File: src/rtl/aes_wb_master_if.sv
// Wishbone classic single-initiator bus bundle used between aes_wb_master and the AES128 peripheral.
interface aes_wb_master_if;
  logic        wbm_cyc_o;
  logic        wbm_stb_o;
  logic        wbm_we_o;
  logic [3:0]  wbm_sel_o;
  logic [31:0] wbm_adr_o;
  logic [31:0] wbm_dat_o;
  logic [31:0] wbm_dat_i;
  logic        wbm_ack_i;

  modport master (
    output wbm_cyc_o, wbm_stb_o, wbm_we_o, wbm_sel_o, wbm_adr_o, wbm_dat_o,
    input  wbm_dat_i, wbm_ack_i
  );

  modport slave (
    input  wbm_cyc_o, wbm_stb_o, wbm_we_o, wbm_sel_o, wbm_adr_o, wbm_dat_o,
    output wbm_dat_i, wbm_ack_i
  );
endinterface

File: src/rtl/aes_wb_master.sv
// Wishbone sequencer: programs the AES128 peripheral, polls for done and reads back the ciphertext.
// Optional poll-limit / ack-watchdog error path enabled by AES_WB_MASTER_TIMEOUT_EN.
module aes_wb_master #(
  parameter logic [31:0] BASE_ADDR = 32'h3000_0000,
  parameter int unsigned POLL_GAP  = 4
`ifdef AES_WB_MASTER_TIMEOUT_EN
  , parameter int unsigned MAX_POLLS = 256
`endif
) (
  input  logic                  wb_clk_i,
  input  logic                  wb_rst_i,
  input  logic                  start_i,
  input  logic [127:0]          key_i,
  input  logic [127:0]          text_i,
  output logic                  busy_o,
  output logic [127:0]          result_o,
  output logic                  result_valid_o,
`ifdef AES_WB_MASTER_TIMEOUT_EN
  output logic                  error_o,
`endif
  aes_wb_master_if.master       wbm
);

  localparam int unsigned     GAP_W    = (POLL_GAP > 1) ? $clog2(POLL_GAP) : 1;
  localparam logic [GAP_W-1:0] GAP_LAST = GAP_W'(POLL_GAP - 1);
`ifdef AES_WB_MASTER_TIMEOUT_EN
  localparam int unsigned       POLL_W    = (MAX_POLLS > 1) ? $clog2(MAX_POLLS) : 1;
  localparam logic [POLL_W-1:0] POLL_LAST = POLL_W'(MAX_POLLS - 1);
  localparam logic [15:0]       WDOG_LAST = 16'hFFFE;
`endif

  typedef enum logic [3:0] {
    S_IDLE, S_CLR, S_ENA, S_WKEY, S_WTXT, S_LOAD, S_RUN, S_POLL, S_GAP, S_RD, S_DONE, S_ERR
  } state_e;

  state_e             state_q, nxt_state_d;
  logic [1:0]         beat_q, nxt_beat_d;
  logic [GAP_W-1:0]   gap_q;
  logic               stb_q, we_q;
  logic [31:0]        adr_q, dat_q;
  logic [127:0]       key_q, text_q, result_q;
  logic               valid_q, busy_q;
`ifdef AES_WB_MASTER_TIMEOUT_EN
  logic               error_q;
  logic [POLL_W-1:0]  poll_q;
  logic [15:0]        wdog_q;
`endif

  function automatic logic [31:0] reg_adr(input logic [3:0] idx);
    return BASE_ADDR + 32'({idx, 2'b00});
  endfunction

  // {we, adr, dat} for the transfer issued in state s, beat b
  function automatic logic [64:0] bus_req(input state_e s, input logic [1:0] b);
    logic [64:0] r;
    r = '0;
    case (s)
      S_CLR:   r = {1'b1, reg_adr(4'd0), 32'h0};
      S_ENA:   r = {1'b1, reg_adr(4'd0), 32'h1};
      S_WKEY:  r = {1'b1, reg_adr(4'd1 + 4'(b)), key_q[{b, 5'b0} +: 32]};
      S_WTXT:  r = {1'b1, reg_adr(4'd5 + 4'(b)), text_q[{b, 5'b0} +: 32]};
      S_LOAD:  r = {1'b1, reg_adr(4'd0), 32'h3};
      S_RUN:   r = {1'b1, reg_adr(4'd0), 32'h1};
      S_POLL:  r = {1'b0, reg_adr(4'd0), 32'h0};
      S_RD:    r = {1'b0, reg_adr(4'd5 + 4'(b)), 32'h0};
      default: r = '0;
    endcase
    return r;
  endfunction

  // Successor taken once the post-ack idle cycle has elapsed
  always_comb begin
    nxt_state_d = state_q;
    nxt_beat_d  = beat_q + 2'd1;
    case (state_q)
      S_CLR:   nxt_state_d = S_ENA;
      S_ENA:   nxt_state_d = S_WKEY;
      S_WKEY:  if (beat_q == 2'd3) nxt_state_d = S_WTXT;
      S_WTXT:  if (beat_q == 2'd3) nxt_state_d = S_LOAD;
      S_LOAD:  nxt_state_d = S_RUN;
      S_RUN:   nxt_state_d = S_POLL;
      S_POLL:  nxt_state_d = S_RD;
      S_RD:    if (beat_q == 2'd3) nxt_state_d = S_DONE;
      default: nxt_state_d = state_q;
    endcase
    if (nxt_state_d != state_q) nxt_beat_d = 2'd0;
  end

  always_ff @(posedge wb_clk_i or posedge wb_rst_i) begin
    if (wb_rst_i) begin
      state_q  <= S_IDLE;
      beat_q   <= '0;
      gap_q    <= '0;
      stb_q    <= 1'b0;
      we_q     <= 1'b0;
      adr_q    <= '0;
      dat_q    <= '0;
      key_q    <= '0;
      text_q   <= '0;
      result_q <= '0;
      valid_q  <= 1'b0;
      busy_q   <= 1'b0;
`ifdef AES_WB_MASTER_TIMEOUT_EN
      error_q  <= 1'b0;
      poll_q   <= '0;
      wdog_q   <= '0;
`endif
    end else begin
      case (state_q)
        S_IDLE, S_DONE, S_ERR: begin
          if (start_i) begin
            key_q   <= key_i;
            text_q  <= text_i;
            valid_q <= 1'b0;
            busy_q  <= 1'b1;
            state_q <= S_CLR;
            beat_q  <= '0;
            stb_q   <= 1'b1;
            {we_q, adr_q, dat_q} <= bus_req(S_CLR, 2'd0);
`ifdef AES_WB_MASTER_TIMEOUT_EN
            error_q <= 1'b0;
            poll_q  <= '0;
            wdog_q  <= '0;
`endif
          end
        end
        S_GAP: begin
          if (gap_q == GAP_LAST) begin
            state_q <= S_POLL;
            beat_q  <= '0;
            stb_q   <= 1'b1;
            {we_q, adr_q, dat_q} <= bus_req(S_POLL, 2'd0);
          end else begin
            gap_q <= gap_q + GAP_W'(1);
          end
        end
        default: begin
          if (stb_q) begin
            if (wbm.wbm_ack_i) begin
              stb_q <= 1'b0;
`ifdef AES_WB_MASTER_TIMEOUT_EN
              wdog_q <= '0;
`endif
              if (state_q == S_RD) result_q[{beat_q, 5'b0} +: 32] <= wbm.wbm_dat_i;
              // Not done yet: go straight to GAP so the idle run is exactly POLL_GAP cycles
              if (state_q == S_POLL && !wbm.wbm_dat_i[2]) begin
                beat_q <= '0;
`ifdef AES_WB_MASTER_TIMEOUT_EN
                if (poll_q == POLL_LAST) begin
                  state_q <= S_ERR;
                  error_q <= 1'b1;
                  busy_q  <= 1'b0;
                end else begin
                  poll_q  <= poll_q + POLL_W'(1);
                  state_q <= S_GAP;
                  gap_q   <= '0;
                end
`else
                state_q <= S_GAP;
                gap_q   <= '0;
`endif
              end
            end else begin
`ifdef AES_WB_MASTER_TIMEOUT_EN
              if (wdog_q == WDOG_LAST) begin
                stb_q   <= 1'b0;
                state_q <= S_ERR;
                error_q <= 1'b1;
                busy_q  <= 1'b0;
              end else begin
                wdog_q <= wdog_q + 16'd1;
              end
`endif
            end
          end else begin
            state_q <= nxt_state_d;
            beat_q  <= nxt_beat_d;
            if (nxt_state_d == S_DONE) begin
              valid_q <= 1'b1;
              busy_q  <= 1'b0;
            end else begin
              stb_q <= 1'b1;
              {we_q, adr_q, dat_q} <= bus_req(nxt_state_d, nxt_beat_d);
            end
          end
        end
      endcase
    end
  end

  assign busy_o         = busy_q;
  assign result_o       = result_q;
  assign result_valid_o = valid_q;
`ifdef AES_WB_MASTER_TIMEOUT_EN
  assign error_o        = error_q;
`endif
  assign wbm.wbm_cyc_o  = stb_q;
  assign wbm.wbm_stb_o  = stb_q;
  assign wbm.wbm_we_o   = we_q;
  assign wbm.wbm_sel_o  = {4{stb_q}};
  assign wbm.wbm_adr_o  = adr_q;
  assign wbm.wbm_dat_o  = dat_q;

endmodule

File: src/flat_wrapper.sv
// flat-port wrapper written by rule: the top's interface ports become plain ports
module aes_wb_master_flat 
#(
  parameter logic [31:0] BASE_ADDR = 32'h3000_0000,
  parameter int unsigned POLL_GAP  = 4

)
  (wb_clk_i, wb_rst_i, start_i, key_i, text_i, busy_o, result_o, result_valid_o, wbm_wbm_cyc_o, wbm_wbm_stb_o, wbm_wbm_we_o, wbm_wbm_sel_o, wbm_wbm_adr_o, wbm_wbm_dat_o, wbm_wbm_dat_i, wbm_wbm_ack_i);
  aes_wb_master_if wbm_i ();
  input  logic wb_clk_i;
  input  logic wb_rst_i;
  input  logic start_i;
  input  logic [127:0] key_i;
  input  logic [127:0] text_i;
  output logic busy_o;
  output logic [127:0] result_o;
  output logic result_valid_o;
  output wire logic [$bits(wbm_i.wbm_cyc_o)-1:0] wbm_wbm_cyc_o;
  output wire logic [$bits(wbm_i.wbm_stb_o)-1:0] wbm_wbm_stb_o;
  output wire logic [$bits(wbm_i.wbm_we_o)-1:0] wbm_wbm_we_o;
  output wire logic [$bits(wbm_i.wbm_sel_o)-1:0] wbm_wbm_sel_o;
  output wire logic [$bits(wbm_i.wbm_adr_o)-1:0] wbm_wbm_adr_o;
  output wire logic [$bits(wbm_i.wbm_dat_o)-1:0] wbm_wbm_dat_o;
  input wire logic [$bits(wbm_i.wbm_dat_i)-1:0] wbm_wbm_dat_i;
  input wire logic [$bits(wbm_i.wbm_ack_i)-1:0] wbm_wbm_ack_i;
  assign wbm_wbm_cyc_o = wbm_i.wbm_cyc_o;
  assign wbm_wbm_stb_o = wbm_i.wbm_stb_o;
  assign wbm_wbm_we_o = wbm_i.wbm_we_o;
  assign wbm_wbm_sel_o = wbm_i.wbm_sel_o;
  assign wbm_wbm_adr_o = wbm_i.wbm_adr_o;
  assign wbm_wbm_dat_o = wbm_i.wbm_dat_o;
  assign wbm_i.wbm_dat_i = wbm_wbm_dat_i;
  assign wbm_i.wbm_ack_i = wbm_wbm_ack_i;
  aes_wb_master #(.BASE_ADDR(BASE_ADDR), .POLL_GAP(POLL_GAP)) u_core (.wb_clk_i(wb_clk_i), .wb_rst_i(wb_rst_i), .start_i(start_i), .key_i(key_i), .text_i(text_i), .busy_o(busy_o), .result_o(result_o), .result_valid_o(result_valid_o), .wbm(wbm_i));
endmodule
File: config.mk
export PLATFORM = sky130hd
export DESIGN_NAME = aes_wb_master_flat
export DESIGN_NICKNAME = d
export VERILOG_FILES = /design/src/rtl/aes_wb_master_if.sv /design/src/rtl/aes_wb_master.sv /design/src/flat_wrapper.sv
export SDC_FILE = /design/constraint.sdc
export NUM_CORES = 1
export LEC_CHECK = 0
export BUFFER_PORTS_ARGS = -buffer_cell sky130_fd_sc_hd__buf_2
export CELL_PAD_IN_SITES_DETAIL_PLACEMENT = 0
export CELL_PAD_IN_SITES_GLOBAL_PLACEMENT = 1
export CORE_MARGIN = 4
export CORE_UTILIZATION = 37
export DETAILED_ROUTE_END_ITERATION = 10
export MAX_ROUTING_LAYER = met4
export PLACE_DENSITY = 0.86
export SYNTH_ARGS = -nofsm -noshare
export SYNTH_HDL_FRONTEND = slang
export SYNTH_SLANG_ARGS = --single-unit
File: constraint.sdc
create_clock -name wb_clk_i -period 13.9 [get_ports wb_clk_i]
set_clock_uncertainty 0.2 [all_clocks]
set_input_delay 1.39 -clock wb_clk_i [delete_from_list [all_inputs] [get_ports wb_clk_i]]
set_output_delay 1.39 -clock wb_clk_i [all_outputs]
set_load 0.05 [all_outputs]
==> impl_metrics.csv, run 1 <==
group,metric,value,unit
clock_tree,clock_path_buffers,3,
floorplanning,dieWidth,236,µm
hold_path,min_from,"u_core.wbm.wbm_adr_o[5]",
clock_tree,clk_latency,0.58,ns
grt,grt-busiest-layer,"met2",
hold_path,worstHoldEndpoint,"u_core.wbm.wbm_adr_o[5]",
floorplanning,core,51400,µm²
power,combPwrFrac,37.6,%
setup_path,critPathTopFamily,"buffers and inverters",
sta,layout_setup_ws,9.41,ns
power,switchingPower,2060,µW
logic_synthesis,yosysSeqAreaShare,56.4,%
route,first_pass_iters,8,
route,ant_nets,0,
floorplanning,io_pins,493,
sta,hold_viol,0,
sta,setup_violations,0,
clock_tree,clock_sinks,433,
setup_path,slowest_delay,0.74,ns
power,powerDensity,231,nW/µm²
logic_synthesis,synth_ff_type,"dfrtp_1",
sta,drv_slew,0,
setup_path,cp_slowest_cell,"buf_4",
sta,relSlewSlack,20.0,%
setup_path,path_cells,"ha_1 > nand3b_1 > a211oi_1 > nor2_4 > inv_4 > buf_4 > ha_1 > nor2_1 > a21oi_1 > o21ai_0 > a32o_1",
clock_tree,cts_root_buf,"clkbuf_16",
cells_and_area,nets,2442,
clock_tree,clkTransAtPathRegs,0.06,ns
route,vias,14834,
hold_path,min_path_cells,2,
power,leakagePower,0.0114,µW
grt,grt_pass1_vias,15274,
setup_path,critical_path_buf_inv_count,2,
setup_path,reg2reg_slack,9.41,ns
setup_path,reg2reg_to,"u_core.wbm.wbm_adr_o[4]",
route,drt_iter0_markers,706,
logic_synthesis,synth.avg_cell_area,11.0,µm²
setup_path,cp_common_cell,"ha_1",
logic_synthesis,synthTopCellsByArea,"dfrtp_1 56%, mux2_2 15%, nand2_1 8.8%",
grt,grt_max_degree,183,
place,postPlaceCellArea,21900,µm²
sta,tightest_slew,1.20,ns
place,globalplace.congestion,0.875,
logic_synthesis,synth_edf_count,0,
floorplanning,initial_core_util,37.4,%
logic_synthesis,synth_largest_area_cell,"dfrtp_1",
clock_tree,cts_resized,0,
grt,grtUsageMet2,36.1,%
setup_path,end_kind,"flip-flop",
cells_and_area,syn2layout_area_growth,23.2,%
logic_synthesis,synthCells,1742,
grt,grt_use_met1,23.8,%
clock_tree,postCtsSetupBuffers,0,
floorplanning,dieArea,55600,µm²
run,cap_violations,0,
sta,rsz0062_at_grt,"false",
setup_path,critPathMaxFanout,52,
logic_synthesis,yosysUniqueCellTypes,52,
clock_tree,numCtsBuffers,48,
logic_synthesis,synth_commonest_cells,"450 x nand2_1, 433 x dfrtp_1, 257 x mux2_2",
setup_path,crit_required,14.13,ns
sta,post-route-period-util,32.3,%
clock_tree,holdBufCountCts,0,
grt,grt_pass1_wl,90700,µm
route,wl_per_cell,20.7,µm
hold_path,hp-class,"flip-flop to flip-flop",
grt,grt.total_usage,21.4,%
route,wl,60100,µm
floorplanning,rows,83,
outcome,run_status,"complete, no violations",
sta,tns,0,ns
place,place_ws,9.40,ns
route,viasPerCell,5.12,
cells_and_area,fillers,4763,
power,ir_worst_vdd,0.000149,V
sta,min_period,4.49,ns
grt,antenna_found_initial,37,
setup_path,r2r-start,"u_core.beat_q[0]",
logic_synthesis,syn_area,19200,µm²
clock_tree,htreeDepth,2,
logic_synthesis,yosys_warnings,0,
floorplanning,die_h,236,µm
cells_and_area,layout-drive-gt1-share,38.3,%
logic_synthesis,synth_top_area_share,56.4,%
power,internal_power,3400,µW
logic_synthesis,synthArstFlopShare,100,%
cells_and_area,final_area,23700,µm²
grt,use_met3,7.26,%
place,hpwlAfterDp,42100,µm
power,clockPowerShare,25.1,%
power,p_seq_share,37.3,%
sta,max_freq,223,MHz
setup_path,reg2regPathDepth,11,
setup_path,worstSetupPathType,"flip-flop to flip-flop",
logic_synthesis,ys_ff_latch,433,
grt,grt.overflow.total,0,
setup_path,critPathArrivalTime,4.73,ns
route,drc,0,
logic_synthesis,yosys.cell_count.top_type,"nand2_1",
setup_path,startpoint_type,"flip-flop",
power,swShare,37.7,%
clock_tree,tritoncts,"built",
power,p_total,5460,µW
place,io_buffers,466,
layout make-up:
cell class | instances | area, µm² | share of cell area, %
Sequential cell | 433 | 10800 | 45.8
Multi-Input combinational cell | 1168 | 7650 | 32.3
Timing Repair Buffer | 481 | 2470 | 10.4
Clock buffer | 71 | 1440 | 6.08
Tap cell | 680 | 851 | 3.59
Clock inverter | 15 | 277 | 1.17
Antenna cell | 39 | 97.6 | 0.412
Inverter | 10 | 47.5 | 0.201
kinds of logic after synthesis:
family | Yosys count | share of synthesized area, %
AOI/OAI and AO/OA | 309 | 10.5
adders and majority gates | 8 | 0.521
buffers and inverters | 166 | 4.47
DFF | 433 | 56.4
muxes | 290 | 16.8
other | 1 | 0.0195
and+or+nand+nor | 535 | 11.3
power by group through the flow:
stage	Sequential (µW)	Combinational [µW]	Clock [µW]
after detailed placement	2060	2070	0
final	2040	2050	1370
after floorplan	2250	1320	0
after global routing	2100	2230	1450
after global placement	2040	2020	0
after CTS	2040	2080	1400
layout by cell type, fill, tap and decap left out, types with 10 or more instances in the layout:
cell type  Yosys  layout
nand2_1      450     446
conb_1         1      26
nor2_1        18      17
o21ai_0      137     137
dfrtp_1      433     433
a22o_1        15      15
buf_4         41      13
clkbuf_1      63      10
diode_2        0      39
a21oi_1       46      46
o211ai_1      15      15
mux2i_1       33      33
and3_1        30      30
buf_2         48     466
a221oi_1      19      19
a311oi_1      18      18
clkbuf_16      0      50
a211o_1       18      18
clkbuf_8       0      11
mux2_2       257     257
a311o_1       12      12
tightest hold or removal path, cell delays in order (launching register included):
cell	delay (ns)
dfrtp_1	0.33
nand2_1	0.05
o21ai_0	0.06
registers in the layout, indices dropped and copies added, names as in the netlist:
signal and count:
u_core.beat_q 2, u_core.busy_o 1, u_core.gap_q 2, u_core.key_q 128, u_core.result_o 128, u_core.result_valid_o 1, u_core.state_q 4, u_core.text_q 128
u_core.wbm.wbm_adr_o 5, u_core.wbm.wbm_cyc_o 1, u_core.wbm.wbm_dat_o 32, u_core.wbm.wbm_we_o 1
worst max path at each step:
stage          cells after the start                 endpoint        startpoint  slack [ns]
2_1_floorplan                      1         u_core.beat_q[0]          wb_rst_i        0.25
3_3_place_gp                      11  u_core.wbm.wbm_adr_o[4]  u_core.beat_q[0]        9.49
3_5_place_dp                      11  u_core.wbm.wbm_adr_o[4]  u_core.beat_q[0]        9.40
4_1_cts                           11  u_core.wbm.wbm_adr_o[4]  u_core.beat_q[0]        9.41
5_1_grt                           11  u_core.wbm.wbm_adr_o[4]  u_core.beat_q[0]        9.16
6_report                          11  u_core.wbm.wbm_adr_o[4]  u_core.beat_q[0]        9.41
through the flow:
stage	utilization (%)	hold slack (ns)	instances
floorplan	-	0.270	1767
detailed placement	42.5	0.266	2772
global placement	42.5	0.256	2772
global route	46.0	0.293	2895
finish	46.0	0.274	2897
CTS	45.9	0.278	2858
layer usage:
| metal | vias to the layer above | routed length [µm] |
|---|---|---|
| li1 | 6851 | - |
| met1 | 7315 | 22800 |
| met2 | 563 | 30100 |
| met3 | 105 | 5310 |
| met4 | 0 | 1900 |
| met5 | - | 0 |
Power figures use the tool's default switching activity.
==> inputs of run 2 (changes only) <==
- CORE_UTILIZATION: 37 -> 41
- PLACE_DENSITY: 0.86 -> 0.9
- clock period: 13.9 -> 4.4 ns (I/O delays scaled with it)
==> impl_metrics.csv, run 2 (synthesis results as in run 1) <==
group,metric,value,unit
power,powerDensity,657,nW/µm²
route,viasPerCell,5.38,
place,hpwlAfterDp,45400,µm
sta,hold_viol,0,
power,internal_power,10500,µW
floorplanning,dieWidth,224,µm
setup_path,startpoint_type,"flip-flop",
route,first_pass_iters,8,
grt,grt.total_usage,26.7,%
route,drt_iter0_markers,1330,
route,vias,16746,
power,clockPowerShare,21.5,%
sta,setup_violations,0,
sta,post-route-period-util,82.7,%
cells_and_area,final_area,26400,µm²
sta,tightest_slew,1.15,ns
setup_path,crit_required,4.71,ns
power,ir_worst_vdd,0.000503,V
floorplanning,rows,79,
power,p_total,17400,µW
sta,rsz0062_at_grt,"false",
setup_path,critPathMaxFanout,26,
floorplanning,initial_core_util,41.3,%
cells_and_area,syn2layout_area_growth,37.5,%
setup_path,reg2regPathDepth,7,
clock_tree,clkTransAtPathRegs,0.06,ns
outcome,run_status,"complete, no violations",
cells_and_area,multi_input_area,7650,µm²
clock_tree,tritoncts,"built",
sta,tns,0,ns
sta,relSlewSlack,22.9,%
clock_tree,clock_sinks,433,
route,wl_per_cell,21.7,µm
floorplanning,dieArea,50400,µm²
clock_tree,clock_path_buffers,3,
hold_path,min_path_cells,3,
setup_path,worstSetupPathType,"flip-flop to flip-flop",
sta,max_freq,275,MHz
cells_and_area,final_cell_mix,"466 x buf_2, 446 x nand2_1, 433 x dfrtp_1",
grt,grt_pass1_vias,17191,
cells_and_area,final_common_cell,"buf_2",
power,p_seq_share,38.7,%
place,postPlaceCellArea,22000,µm²
cells_and_area,nets,2751,
floorplanning,die_h,224,µm
cells_and_area,fillers,3876,
floorplanning,core,46500,µm²
setup_path,critPathArrivalTime,3.95,ns
grt,antenna_found_initial,17,
cells_and_area,layout-drive-gt1-share,33.9,%
clock_tree,postCtsSetupBuffers,0,
clock_tree,clk_latency,0.57,ns
run,cap_violations,0,
floorplanning,io_pins,493,
clock_tree,holdBufCountCts,289,
power,leakagePower,0.0126,µW
cells_and_area,postLayoutCoreUtil,56.8,%
grt,grt_max_degree,82,
cells_and_area,register_area,10800,µm²
route,ant_nets,0,
grt,grt.overflow.total,0,
setup_path,end_kind,"flip-flop",
hold_path,hp-class,"input pin to flip-flop",
power,switchingPower,6890,µW
clock_tree,cts_root_buf,"clkbuf_16",
place,globalplace.congestion,0.926,
route,drc,0,
clock_tree,cts_resized,0,
sta,min_period,3.64,ns
place,io_buffers,466,
clock_tree,htreeDepth,2,
power,swShare,39.7,%
grt,grt_pass1_wl,101000,µm
sta,drv_slew,0,
clock_tree,numCtsBuffers,46,
route,wl,67500,µm
power,combPwrFrac,39.8,%
-- run 2: changes by cell type in the layout (fill, tap and decap cells not counted), sizes merged --
cell	before	now
bufinv	7	1
diode	39	19
buf	481	503
clkinv	3	7
inv	12	10
dlygate4sd3	0	289
clkinvlp	3	2
-- run 2: metrics by stage --
step / instances / setup slack (ns) / hold WS, ns
after global placement: 2721 / 0.912 / 0.257
after CTS: 3091 / 0.837 / 0.00315
final: 3110 / 0.762 / 0.0219
after floorplan: 1767 / -2.09 / 0.270
after global routing: 3108 / 0.555 / 0.0487
after detailed placement: 2721 / 0.850 / 0.264
-- run 2: cell type report --
type	instances	area share, %
sequential	433	41.0
timing repair buffer	792	21.4
clock buffer	71	4.98
clock inverter	10	0.393
multi-input combinational	1168	29.0
tap	607	2.88
inverter	10	0.166
antenna	19	0.180
-- run 2: path summary, 6_finish.rpt --
check	startpoint	endpoint	slack, ns
worst max-delay path	u_core.beat_q[0]	u_core.wbm.wbm_dat_o[23]	0.76
worst min-delay path	wbm_wbm_dat_i[2]	u_core.result_o[66]	0.02
worst max register to register	u_core.beat_q[0]	u_core.wbm.wbm_dat_o[23]	0.76
worst min register to register	u_core.result_o[11]	u_core.result_o[11]	0.28
max in group asynchronous	wb_rst_i	u_core.result_o[42]	2.38
min in group asynchronous	wb_rst_i	u_core.text_q[71]	0.46
-- run 2: layer usage --
metal / up-vias / GRT usage, % / part of all wire (%)
met5: - / - / 0
met2: 825 / 45.0 / 50
met4: 0 / 14.9 / 6.7
met3: 241 / 4.89 / 7.2
met1: 8229 / 30.1 / 36
li1: 7451 / - / -
-- run 2: power by group through the flow --
stage               logic (µW)  clock network, µW  registers, µW
finish                    6900               3730           6720
detailed placement        6590                  0           6690
floorplan                 4180                  0           7110
CTS                       6820               3790           6630
global placement          6450                  0           6650
global route              7400               3950           6830
-- run 2: worst max-delay path, cell delays in order (launching register included) --
cell	delay, ns
dfrtp_1	0.48
ha_1	0.42
or4b_1	0.67
nand2_1	0.12
nand3_1	0.11
a21o_1	0.56
a311oi_1	0.81
a211o_1	0.18
==> inputs of run 3 (changes only) <==
- clock period: 4.4 -> 3.5 ns (I/O delays scaled with it)
==> impl_metrics.csv, run 3 (synthesis results as in run 1) <==
group,metric,value,unit
outcome,run_status,"complete, no violations",
floorplanning,initial_core_util,41.3,%
cells_and_area,final_common_cell,"buf_2",
setup_path,cp_slowest_cell,"or4b_1",
place,globalplace.congestion,0.930,
setup_path,r2r-start,"u_core.beat_q[0]",
sta,max_freq,305,MHz
route,drc,0,
setup_path,cp.depth,8,
route,wl,69000,µm
setup_path,crit_start,"u_core.beat_q[0]",
power,ir_worst_vdd,0.000537,V
clock_tree,tritoncts,"built",
place,place_ws,0.222,ns
place,io_buffers,466,
clock_tree,clkTransAtPathRegs,0.06,ns
cells_and_area,final_cell_mix,"466 x buf_2, 446 x nand2_1, 433 x dfrtp_1",
grt,grt.total_usage,27.4,%
sta,drv_slew,0,
clock_tree,clock_path_buffers,3,
floorplanning,core,46500,µm²
setup_path,critical_path_buf_inv_count,1,
cells_and_area,nets,2770,
sta,tns,0,ns
setup_path,critPathMaxFanout,62,
sta,layout_setup_ws,0.224,ns
floorplanning,dieArea,50400,µm²
grt,grt_pass1_vias,17500,
cells_and_area,syn2layout_area_growth,39.6,%
floorplanning,die_h,224,µm
route,ant_nets,0,
setup_path,startpoint_type,"flip-flop",
setup_path,end_kind,"flip-flop",
grt,grt_max_degree,90,
grt,grt.overflow.total,0,
place,placed_cells,2737,
cells_and_area,final-instance-count-excl-fill,3132,
sta,relSlewSlack,46.3,%
route,viasPerCell,5.37,
grt,grt_pass1_wl,103000,µm
route,first_pass_iters,5,
setup_path,reg2regPathDepth,8,
place,postPlaceCellArea,22200,µm²
sta,rsz0062_at_grt,"false",
run,cap_violations,0,
hold_path,hp-class,"input pin to async pin",
clock_tree,clk_latency,0.60,ns
sta,setup_violations,0,
setup_path,critPathArrivalTime,3.61,ns
clock_tree,clock_sinks,433,
setup_path,slowest_delay,0.62,ns
setup_path,critPathTopFamily,"compound AO/OA/AOI/OAI gates",
route,wl_per_cell,22.0,µm
clock_tree,cts_root_buf,"clkbuf_16",
clock_tree,numCtsBuffers,47,
setup_path,worstSetupPathType,"flip-flop to flip-flop",
place,hpwlAfterDp,46200,µm
setup_path,reg2reg_to,"u_core.wbm.wbm_dat_o[23]",
power,powerDensity,838,nW/µm²
grt,antenna_found_initial,16,
clock_tree,holdBufCountCts,291,
clock_tree,htreeDepth,2,
route,drt_iter0_markers,1241,
setup_path,endpoint,"u_core.wbm.wbm_dat_o[23]",
clock_tree,cts_resized,0,
route,vias,16825,
setup_path,path_cells,"ha_1 > or4b_1 > a21oi_4 > buf_12 > nand2_1 > and3_1 > a311oi_1 > a211o_1",
cells_and_area,final_area,26800,µm²
sta,min_period,3.28,ns
sta,tightest_slew,0.803,ns
floorplanning,io_pins,493,
power,leakagePower,0.0128,µW
floorplanning,dieWidth,224,µm
sta,post-route-period-util,93.6,%
setup_path,reg2reg_slack,0.22,ns
cells_and_area,layout-drive-gt1-share,35.0,%
setup_path,crit_required,3.83,ns
floorplanning,rows,79,
clock_tree,postCtsSetupBuffers,0,
sta,hold_viol,0,
run 3: report_power, final:
part           switching [µW]  internal, µW
clock network            2150          3130
logic                    5250          3630
registers                1390          6930
total                    8790         13700
run 3: worst min path at each step:
stage | endpoint | depth (start not counted) | slack (ns)
2_1_floorplan | u_core.gap_q[1] | 1 | 0.27
3_3_place_gp | u_core.result_o[121] | 2 | 0.26
3_5_place_dp | u_core.result_o[13] | 2 | 0.27
4_1_cts | u_core.key_q[98] | 3 | 0.26
5_1_grt | u_core.result_o[113] | 2 | 0.29
6_report | u_core.key_q[98] | 3 | 0.26
run 3: metrics by stage:
stage | util, % | hold slack [ns] | power, µW
floorplan | - | 0.270 | 14200
CTS | 57.6 | 0.258 | 22400
global placement | 47.8 | 0.257 | 16500
global route | 57.7 | 0.291 | 23600
detailed placement | 47.8 | 0.266 | 16800
finish | 57.7 | 0.262 | 22500
run 3: worst register-to-register path, delay by kind of cell (launching register included):
family | cells | cell delay [ns]
adders and majority gates | 1 | 0.30
AOI/OAI and AO/OA | 3 | 1.06
and+or+nand+nor | 3 | 0.92
buffers and inverters | 1 | 0.30
DFF | 1 | 0.48
run 3: area by class of cell:
class | count | area [µm²]
timing repair buffer | 810 | 5830
inverter | 10 | 43.8
fill | 3715 | 19600
sequential | 433 | 10800
antenna | 17 | 42.5
clock inverter | 23 | 292
clock buffer | 64 | 1370
multi-input combinational | 1168 | 7650
tap | 607 | 759
run 3: layer usage:
layer	share of wire, %	GRT usage [%]	vias to the layer above
met3	7.1	5.10	239
met4	6.7	15.4	0
li1	-	-	7466
met2	50	46.3	843
met5	0	-	-
met1	36	30.5	8277
